--- config.mk ---
export PLATFORM = sky130hd
export DESIGN_NAME = hilo_div_ctrl
export DESIGN_NICKNAME = d
export VERILOG_FILES = /design/src/rtl/hilo_div_ctrl.sv
export SDC_FILE = /design/constraint.sdc
export NUM_CORES = 1
export LEC_CHECK = 0
export CAP_MARGIN = 20
export CORE_AREA = 2 2 137 172
export CTS_CLUSTER_DIAMETER = 120
export DETAILED_ROUTE_END_ITERATION = 8
export DIE_AREA = 0 0 139 174
export DONT_BUFFER_PORTS = 1
export PLACE_DENSITY = 0.5
export SYNTH_ARGS = -nofsm -noshare
export SYNTH_HDL_FRONTEND = slang
export SYNTH_SLANG_ARGS = --single-unit
--- constraint.sdc ---
create_clock -name clk -period 3.21 [get_ports clk]
set_input_delay 0.963 -clock clk [delete_from_list [all_inputs] [get_ports clk]]
set_output_delay 0.963 -clock clk [all_outputs]
set_load 0.03 [all_outputs]
--- src/rtl/hilo_div_ctrl.sv ---
// hilo_div_ctrl: EX-stage sequencer for the DIV/DIVU dividers; also owns the HI/LO registers.
//
// Ports
//   clk, rst            clock (rising edge), synchronous active-low reset
//   op_div, op_divu     signed / unsigned divide issued in EX
//   op_mthi, op_mtlo    write rs_val to HI / LO
//   op_mfhi, op_mflo    read HI / LO onto mf_data
//   flush               EX flush; abandons an in-flight divide
//   rs_val, rt_val      dividend (or MT source) and divisor
//   dv_q/dv_r/dv_busy   result and busy from the signed divider
//   du_q/du_r/du_busy   result and busy from the unsigned divider
//   div_a, div_b        latched operands to both dividers
//   dv_start, du_start  one-cycle start pulses
//   hi, lo              architectural HI/LO
//   mf_data             HI or LO for MFHI/MFLO
//   stall               freeze IF/ID/EX
//   div0                one-cycle divide-by-zero pulse
//   wdog_err            sticky watchdog error, cleared only by reset
module hilo_div_ctrl #(
   parameter int W       = 32,
   parameter int TIMEOUT = 40
) (
   input  logic         clk,
   input  logic         rst,
   input  logic         op_div,
   input  logic         op_divu,
   input  logic         op_mthi,
   input  logic         op_mtlo,
   input  logic         op_mfhi,
   input  logic         op_mflo,
   input  logic         flush,
   input  logic [W-1:0] rs_val,
   input  logic [W-1:0] rt_val,
   input  logic [W-1:0] dv_q,
   input  logic [W-1:0] dv_r,
   input  logic         dv_busy,
   input  logic [W-1:0] du_q,
   input  logic [W-1:0] du_r,
   input  logic         du_busy,
   output logic [W-1:0] div_a,
   output logic [W-1:0] div_b,
   output logic         dv_start,
   output logic         du_start,
   output logic [W-1:0] hi,
   output logic [W-1:0] lo,
   output logic [W-1:0] mf_data,
   output logic         stall,
   output logic         div0,
   output logic         wdog_err
);
   localparam int CW = $clog2(TIMEOUT + 1);
   typedef enum logic [1:0] {IDLE, LAUNCH, RUN, DRAIN} state_t;
   state_t        state, state_n;
   logic          sel;
   logic [CW-1:0] wcnt;
   logic          is_div, any_op, idle_go, launch, zero_div, mt_ok, busy_sel, wdog_hit, capture;

   assign mf_data = op_mfhi ? hi : lo;

   always_comb begin
      is_div   = op_div | op_divu;
      any_op   = is_div | op_mthi | op_mtlo | op_mfhi | op_mflo;
      busy_sel = sel ? du_busy : dv_busy;
      idle_go  = (state == IDLE) && !flush;
      launch   = idle_go && is_div && (rt_val != '0);
      zero_div = idle_go && is_div && (rt_val == '0);
      mt_ok    = idle_go && !is_div;
      wdog_hit = ((state == RUN) || (state == DRAIN)) && (wcnt == CW'(TIMEOUT));
      capture  = (state == RUN) && !flush && !busy_sel && !wdog_hit;
      state_n  = state;
      stall    = 1'b0;
      case (state)
         IDLE: begin
            stall   = idle_go && is_div;
            state_n = launch ? LAUNCH : IDLE;
         end
         LAUNCH: begin
            stall   = 1'b1;
            state_n = flush ? DRAIN : RUN;
         end
         RUN: begin
            stall   = 1'b1;
            state_n = flush ? DRAIN : (busy_sel ? RUN : IDLE);
         end
         default: begin
            stall   = any_op;
            state_n = busy_sel ? DRAIN : IDLE;
         end
      endcase
      // a hung divider must not freeze the pipeline forever
      if (wdog_hit) begin
         state_n = IDLE;
         stall   = 1'b0;
      end
   end

   always_ff @(posedge clk) begin
      if (!rst) begin
         state    <= IDLE;
         sel      <= 1'b0;
         wcnt     <= '0;
         div_a    <= '0;
         div_b    <= '0;
         dv_start <= 1'b0;
         du_start <= 1'b0;
         hi       <= '0;
         lo       <= '0;
         div0     <= 1'b0;
         wdog_err <= 1'b0;
      end else begin
         state    <= state_n;
         dv_start <= launch && op_div;
         du_start <= launch && !op_div;
         div0     <= zero_div;
         wcnt     <= ((state == RUN) || (state == DRAIN)) ? wcnt + 1'b1 : '0;
         if (wdog_hit) wdog_err <= 1'b1;
         if (launch) begin
            div_a <= rs_val;
            div_b <= rt_val;
            sel   <= !op_div;
         end
         // dividers deliver sign-correct results, latched as-is
         if (capture) begin
            lo <= sel ? du_q : dv_q;
            hi <= sel ? du_r : dv_r;
         end
         if (mt_ok && op_mthi) hi <= rs_val;
         if (mt_ok && op_mtlo) lo <= rs_val;
      end
   end
endmodule

==> flow_metrics.tcl, run 1 <==
set metrics [dict create \
    status "completed" \
    num_antenna_cells 0 \
    vias_per_cell 5.35 \
    place_congestion 0.769 \
    p_leak_nw 3.69 \
    ys_types 34 \
    ys_seq_elements 141 \
    cts_sinks 141 \
    final_area_sq_um 8430 \
    fp-row-count 62 \
    n_fill_cell 2320 \
    setup_viol 0 \
    clockRootBuffer "clkbuf_16" \
    whs_ps 471 \
    die_x_um 139 \
    dr.pass1.iters 4 \
    seq_area_frac_synth_pct 36.4 \
    post_cts_buffers 0 \
    cts-buffers-inserted 17 \
    final_antenna_net_count 0 \
    nets 1053 \
    cp.required_ps 2250 \
    syn_nets 1106 \
    placed_cells 1111 \
    die_y_um 174 \
    initial_core_util_pct 34.2 \
    grtUsageTotal_pct 18.4 \
    fin_crit_ps 2980 \
    core_area_sq_um 22700 \
    finClkSkew_ps 13.3 \
    syn_avg_cell_area_sq_um 8.64 \
    grt_max_degree 265 \
    clock_latency_ps 420 \
    port_buffers 0 \
    syn_to_final_growth_pct 8.76 \
    die-area_sq_um 24200 \
    ios 368 \
    synth_area_sq_um 7750 \
    crit_path_start_kind "register" \
    preCtsSetupSlack_ps 421 \
    wl_um 23100 \
    slew_headroom_pct 22.8 \
    power.density_nw_per_um2 578 \
    fmax_mhz 335 \
    grt_pass1_wl_um 34700 \
    cts_tree "yes" \
    dr_total_vias 6129 \
    hp-class "reg -> reg" \
    setup.worst_path.class "reg -> out" \
    min_period_over_period_pct 92.9 \
    worst_pin_slew_ps 1160 \
    cp_max_fo 5 \
    drive_gt1_share_pct 9.45 \
    p_total_mw 4.87 \
    route.detailed.drc 0 \
    yosysWarnings 0 \
    endpoint_kind "output port" \
    clk_pin_slew_worst_paths_ps 70 \
    arrival_ps 2020 \
    ctsResizeCount 0 \
    wl_per_cell_um 20.2 \
    drtIter0Drc 317 \
    antenna_found_initial 0 \
    worst_slack_ps 227 \
    hold_violations 0 \
    cts_buffer_depth 2 \
    r2r_cells 7 \
    h-tree-depth 4 \
    hold_buffers 0 \
    hpwlAfterDp_um 15500 \
    tns_ps 0 \
    peakVddDrop_mv 0.329 \
    grt_overflow 0 \
    place_area_sq_um 7820 \
    netlist_instances 897 \
    grt_pass1_vias 5928 \
    rsz0062_at_grt "false" \
    drv_cap 0 \
    instances_no_fill 1145 \
    utilization_pct 37.2 \
    min_path_cells 1 \
    slew_violations 0 \
]
-- where the power goes --
group	internal (mW)	switching [mW]	total [mW]
registers	1.86	0.311	2.18
logic	0.298	0.366	0.665
clock network	1.17	0.860	2.03
-- logic make-up after synthesis --
| logic type | Yosys count | synth area share [%] |
|---|---|---|
| flops | 141 | 36.4 |
| mux | 225 | 29.6 |
| compound gates | 140 | 9.68 |
| simple gates | 293 | 17.4 |
| buf+inv | 88 | 5.50 |
| xor+xnor | 4 | 0.452 |
| fa+ha+maj | 6 | 0.968 |
-- per-layer routing --
metal | GRT usage [%] | share of wire (%) | vias up
li1 | - | - | 3024
met1 | 23.8 | 45 | 2844
met2 | 30.0 | 47 | 242
met3 | 4.88 | 6.5 | 19
met4 | 5.51 | 1.6 | 0
met5 | 0 | 0 | -
-- final timing paths --
check | slack [ps] | endpoint | startpoint
hold / removal | 470 | wcnt[0] | wcnt[0]
setup / recovery | 230 | stall | state[0]
setup reg to reg | 590 | hi[22] | state[1]
hold reg to reg | 470 | wcnt[0] | wcnt[0]
-- final cells by class --
class	count	area (sq um)	area share, %
Timing Repair Buffer	10	113	1.34
Multi-Input combinational cell	668	4510	53.5
Inverter	6	22.5	0.267
Tap cell	288	360	4.27
Clock inverter	15	174	2.06
Clock buffer	17	425	5.04
Sequential cell	141	2830	33.5
-- placed cells by master, fill, tap and decap left out, types with 5 or more instances in the layout --
cell type	Yosys	routed
nand2_1	195	195
mux2i_1	193	193
dfxtp_1	141	140
and3_1	66	66
a21oi_1	65	65
o21ai_0	50	50
mux2_2	32	32
clkbuf_16	0	17
o21ai_1	16	16
nor2_1	9	9
nor4_1	9	9
buf_4	7	7
inv_1	6	6
ha_1	6	6
inv_6	0	5
-- synth_stat cells --
cell      count  area, sq um
a21boi_0      1         7.51
a21oi_1      65          325
a22oi_4       2         42.5
a31oi_1       2         12.5
and3_1       66          413
and3b_1       1         8.76
and4b_1       1         10.0
buf_2        20          100
buf_4         7         52.6
buf_6         6         67.6
clkbuf_1     49          184
dfxtp_1     141         2820
ha_1          6         75.1
inv_1         6         22.5
mux2_2       32          360
mux2i_1     193         1930
nand2_1     195          732
nand2b_1      1         6.26
nand3_1       3         15.0
nand4_1       3         18.8
nor2_1        9         33.8
nor3b_1       2         15.0
nor3b_2       1         12.5
nor4_1        9         56.3
nor4b_4       1         23.8
o211a_1       1         10.0
o211ai_1      1         7.51
o21a_1        1         7.51
o21ai_0      50          250
o21ai_1      16         80.1
o31ai_1       1         7.51
or2_2         1         6.26
xnor2_1       2         17.5
xor2_1        2         17.5
-- registers in the layout, summed over array words and instances (netlist names) --
name / cells
du_start: 1
wdog_err: 1
state: 2
div_b: 32
dv_start: 1
wcnt: 6
hi: 32
sel: 1
div_a: 32
lo: 32
div0: 1
-- critical path: stages, from the launching register on --
cell and delay (ps):
dfxtp_1 360, inv_1 70, ha_1 210, or2_2 320
nand4_1 190, o31ai_1 110, a31oi_1 160, buf_4 190
No activity file was read; power rests on OpenSTA's default activity.
==> run 2, diff against run 1 <==
CORE_AREA = 5 5 155 157   (was 2 2 137 172)
DIE_AREA = 0 0 160 162   (was 0 0 139 174)
PLACE_DENSITY = 0.51   (was 0.5)
==> run 2 against run 1 <==
Clock skew is 3.3 ps lower; critical path depth stayed put; fmax is 1.4% higher; non-clock buffer count stayed put; flip-flop and latch count stayed put; utilization is 0.42 points higher; die area is 7.2% higher; total power is 0.41% lower; first-iteration DRC count is 14% higher; setup slack better by 42 ps; sequential share of layout area is 0.055 points higher; via count is 1.0% lower.
==> flow_metrics.tcl, run 2 (synthesis gave the netlist of run 1 again) <==
set metrics [dict create \
    status "completed" \
    grt_pass1_vias 5918 \
    hpwlAfterDp_um 16300 \
    slew_violations 0 \
    finClkSkew_ps 9.97 \
    cts_tree "yes" \
    slew_headroom_pct 23.2 \
    crit_chain "inv_1 -> ha_1 -> or2_2 -> nand4_1 -> o31ai_1 -> a31oi_1 -> buf_4" \
    dr_total_vias 6066 \
    cts-buffers-inserted 17 \
    setup_viol 0 \
    min_path_cells 1 \
    grtUsageTotal_pct 17.3 \
    tns_ps 0 \
    wl_um 23800 \
    seqCellArea_sq_um 2830 \
    crit_cells 7 \
    clock_latency_ps 410 \
    drive_gt1_share_pct 9.45 \
    antenna_found_initial 0 \
    crit_path_start_kind "register" \
    final_common_cell "nand2_1" \
    endpoint_kind "output port" \
    nets 1053 \
    place_congestion 0.782 \
    hp-class "reg -> reg" \
    syn_to_final_growth_pct 8.58 \
    min_period_over_period_pct 91.6 \
    core_area_sq_um 22400 \
    final_area_sq_um 8420 \
    cts_buffer_depth 2 \
    peakVddDrop_mv 0.343 \
    place_area_sq_um 7830 \
    preCtsSetupSlack_ps 457 \
    power.density_nw_per_um2 576 \
    cp_max_fo 4 \
    worst_slack_ps 269 \
    p_total_mw 4.85 \
    multi_input_area_sq_um 4510 \
    ios 368 \
    setup.worst_path.class "reg -> out" \
    worst_pin_slew_ps 1150 \
    vias_per_cell 5.31 \
    grt_pass1_wl_um 36100 \
    slowest_delay_ps 370 \
    post_cts_buffers 0 \
    hold_buffers 0 \
    clockRootBuffer "clkbuf_16" \
    rsz0062_at_grt "false" \
    crit_slowest_cell "dfxtp_1" \
    ctsResizeCount 0 \
    fmax_mhz 340 \
    layout_common_cells "nand2_1, mux2i_1, dfxtp_1" \
    cp.required_ps 2250 \
    wl_per_cell_um 20.8 \
    final_antenna_net_count 0 \
    h-tree-depth 4 \
    drv_cap 0 \
    r2r_cells 7 \
    n_fill_cell 2260 \
    initial_core_util_pct 34.7 \
    grt_overflow 0 \
    die-area_sq_um 25900 \
    critPathBufInv 2 \
    cp_top_family "simple AND/OR/NAND/NOR gates" \
    hold_violations 0 \
    arrival_ps 1980 \
    port_buffers 0 \
    clk_pin_slew_worst_paths_ps 70 \
    cts_sinks 141 \
    grt_max_degree 265 \
    p_leak_nw 3.69 \
    drtIter0Drc 361 \
    dr.pass1.iters 4 \
    fp-row-count 55 \
    fin_crit_ps 2940 \
    die_y_um 162 \
    num_antenna_cells 0 \
    route.detailed.drc 0 \
    r2r_slack_ps 830 \
    die_x_um 160 \
]
run 2: cell types whose count changed in the layout (fill, tap and decap cells not counted), sizes merged:
| cell | change |
|---|---|
| inv | +2 |
| clkinv | -1 |
| bufinv | -1 |
run 2: layout make-up:
cell class | count | share of cell area (%)
Clock inverter | 15 | 1.95
Clock buffer | 17 | 5.05
Sequential cell | 141 | 33.6
Inverter | 6 | 0.267
Timing Repair Buffer | 10 | 1.34
Multi-Input combinational cell | 668 | 53.6
Tap cell | 285 | 4.24
run 2: layer usage:
| layer | share of wire [%] | wire (um) | vias up | track usage, % |
|---|---|---|---|---|
| met1 | 43 | 10200 | 2813 | 21.5 |
| met3 | 8.1 | 1920 | 12 | 6.27 |
| met5 | 0 | 0 | - | 0 |
| met4 | 0.93 | 220 | 0 | 3.91 |
| li1 | - | - | 3020 | - |
| met2 | 48 | 11400 | 221 | 28.8 |
run 2: per-stage QoR:
step                      hold slack, ps  util (%)  cells
after floorplan                      430         -    897
after global placement               451      35.0   1110
after detailed placement             452      35.0   1110
after CTS                            467      37.6   1142
after global routing                 493      37.6   1142
final                                466      37.6   1142
run 2: final timing paths:
path                                from       to
worst max-delay path            state[0]    stall
worst max register to register  state[0]    lo[2]
worst min-delay path             wcnt[0]  wcnt[0]
worst min register to register   wcnt[0]  wcnt[0]
run 2: power by group:
| part | switching [mW] | internal (mW) | total [mW] |
|---|---|---|---|
| sequential | 0.311 | 1.86 | 2.17 |
| clock | 0.908 | 1.11 | 2.02 |
| combinational | 0.361 | 0.299 | 0.660 |
run 2: worst reg2reg max path: cells and delay by family, from the launching register on:
kind                       cells  cell delay (ps)
AOI/OAI and AO/OA              1              690
adders and majority gates      1              250
buffers and inverters          2              480
DFF                            1              370
muxes                          1              210
and+or+nand+nor                2              320
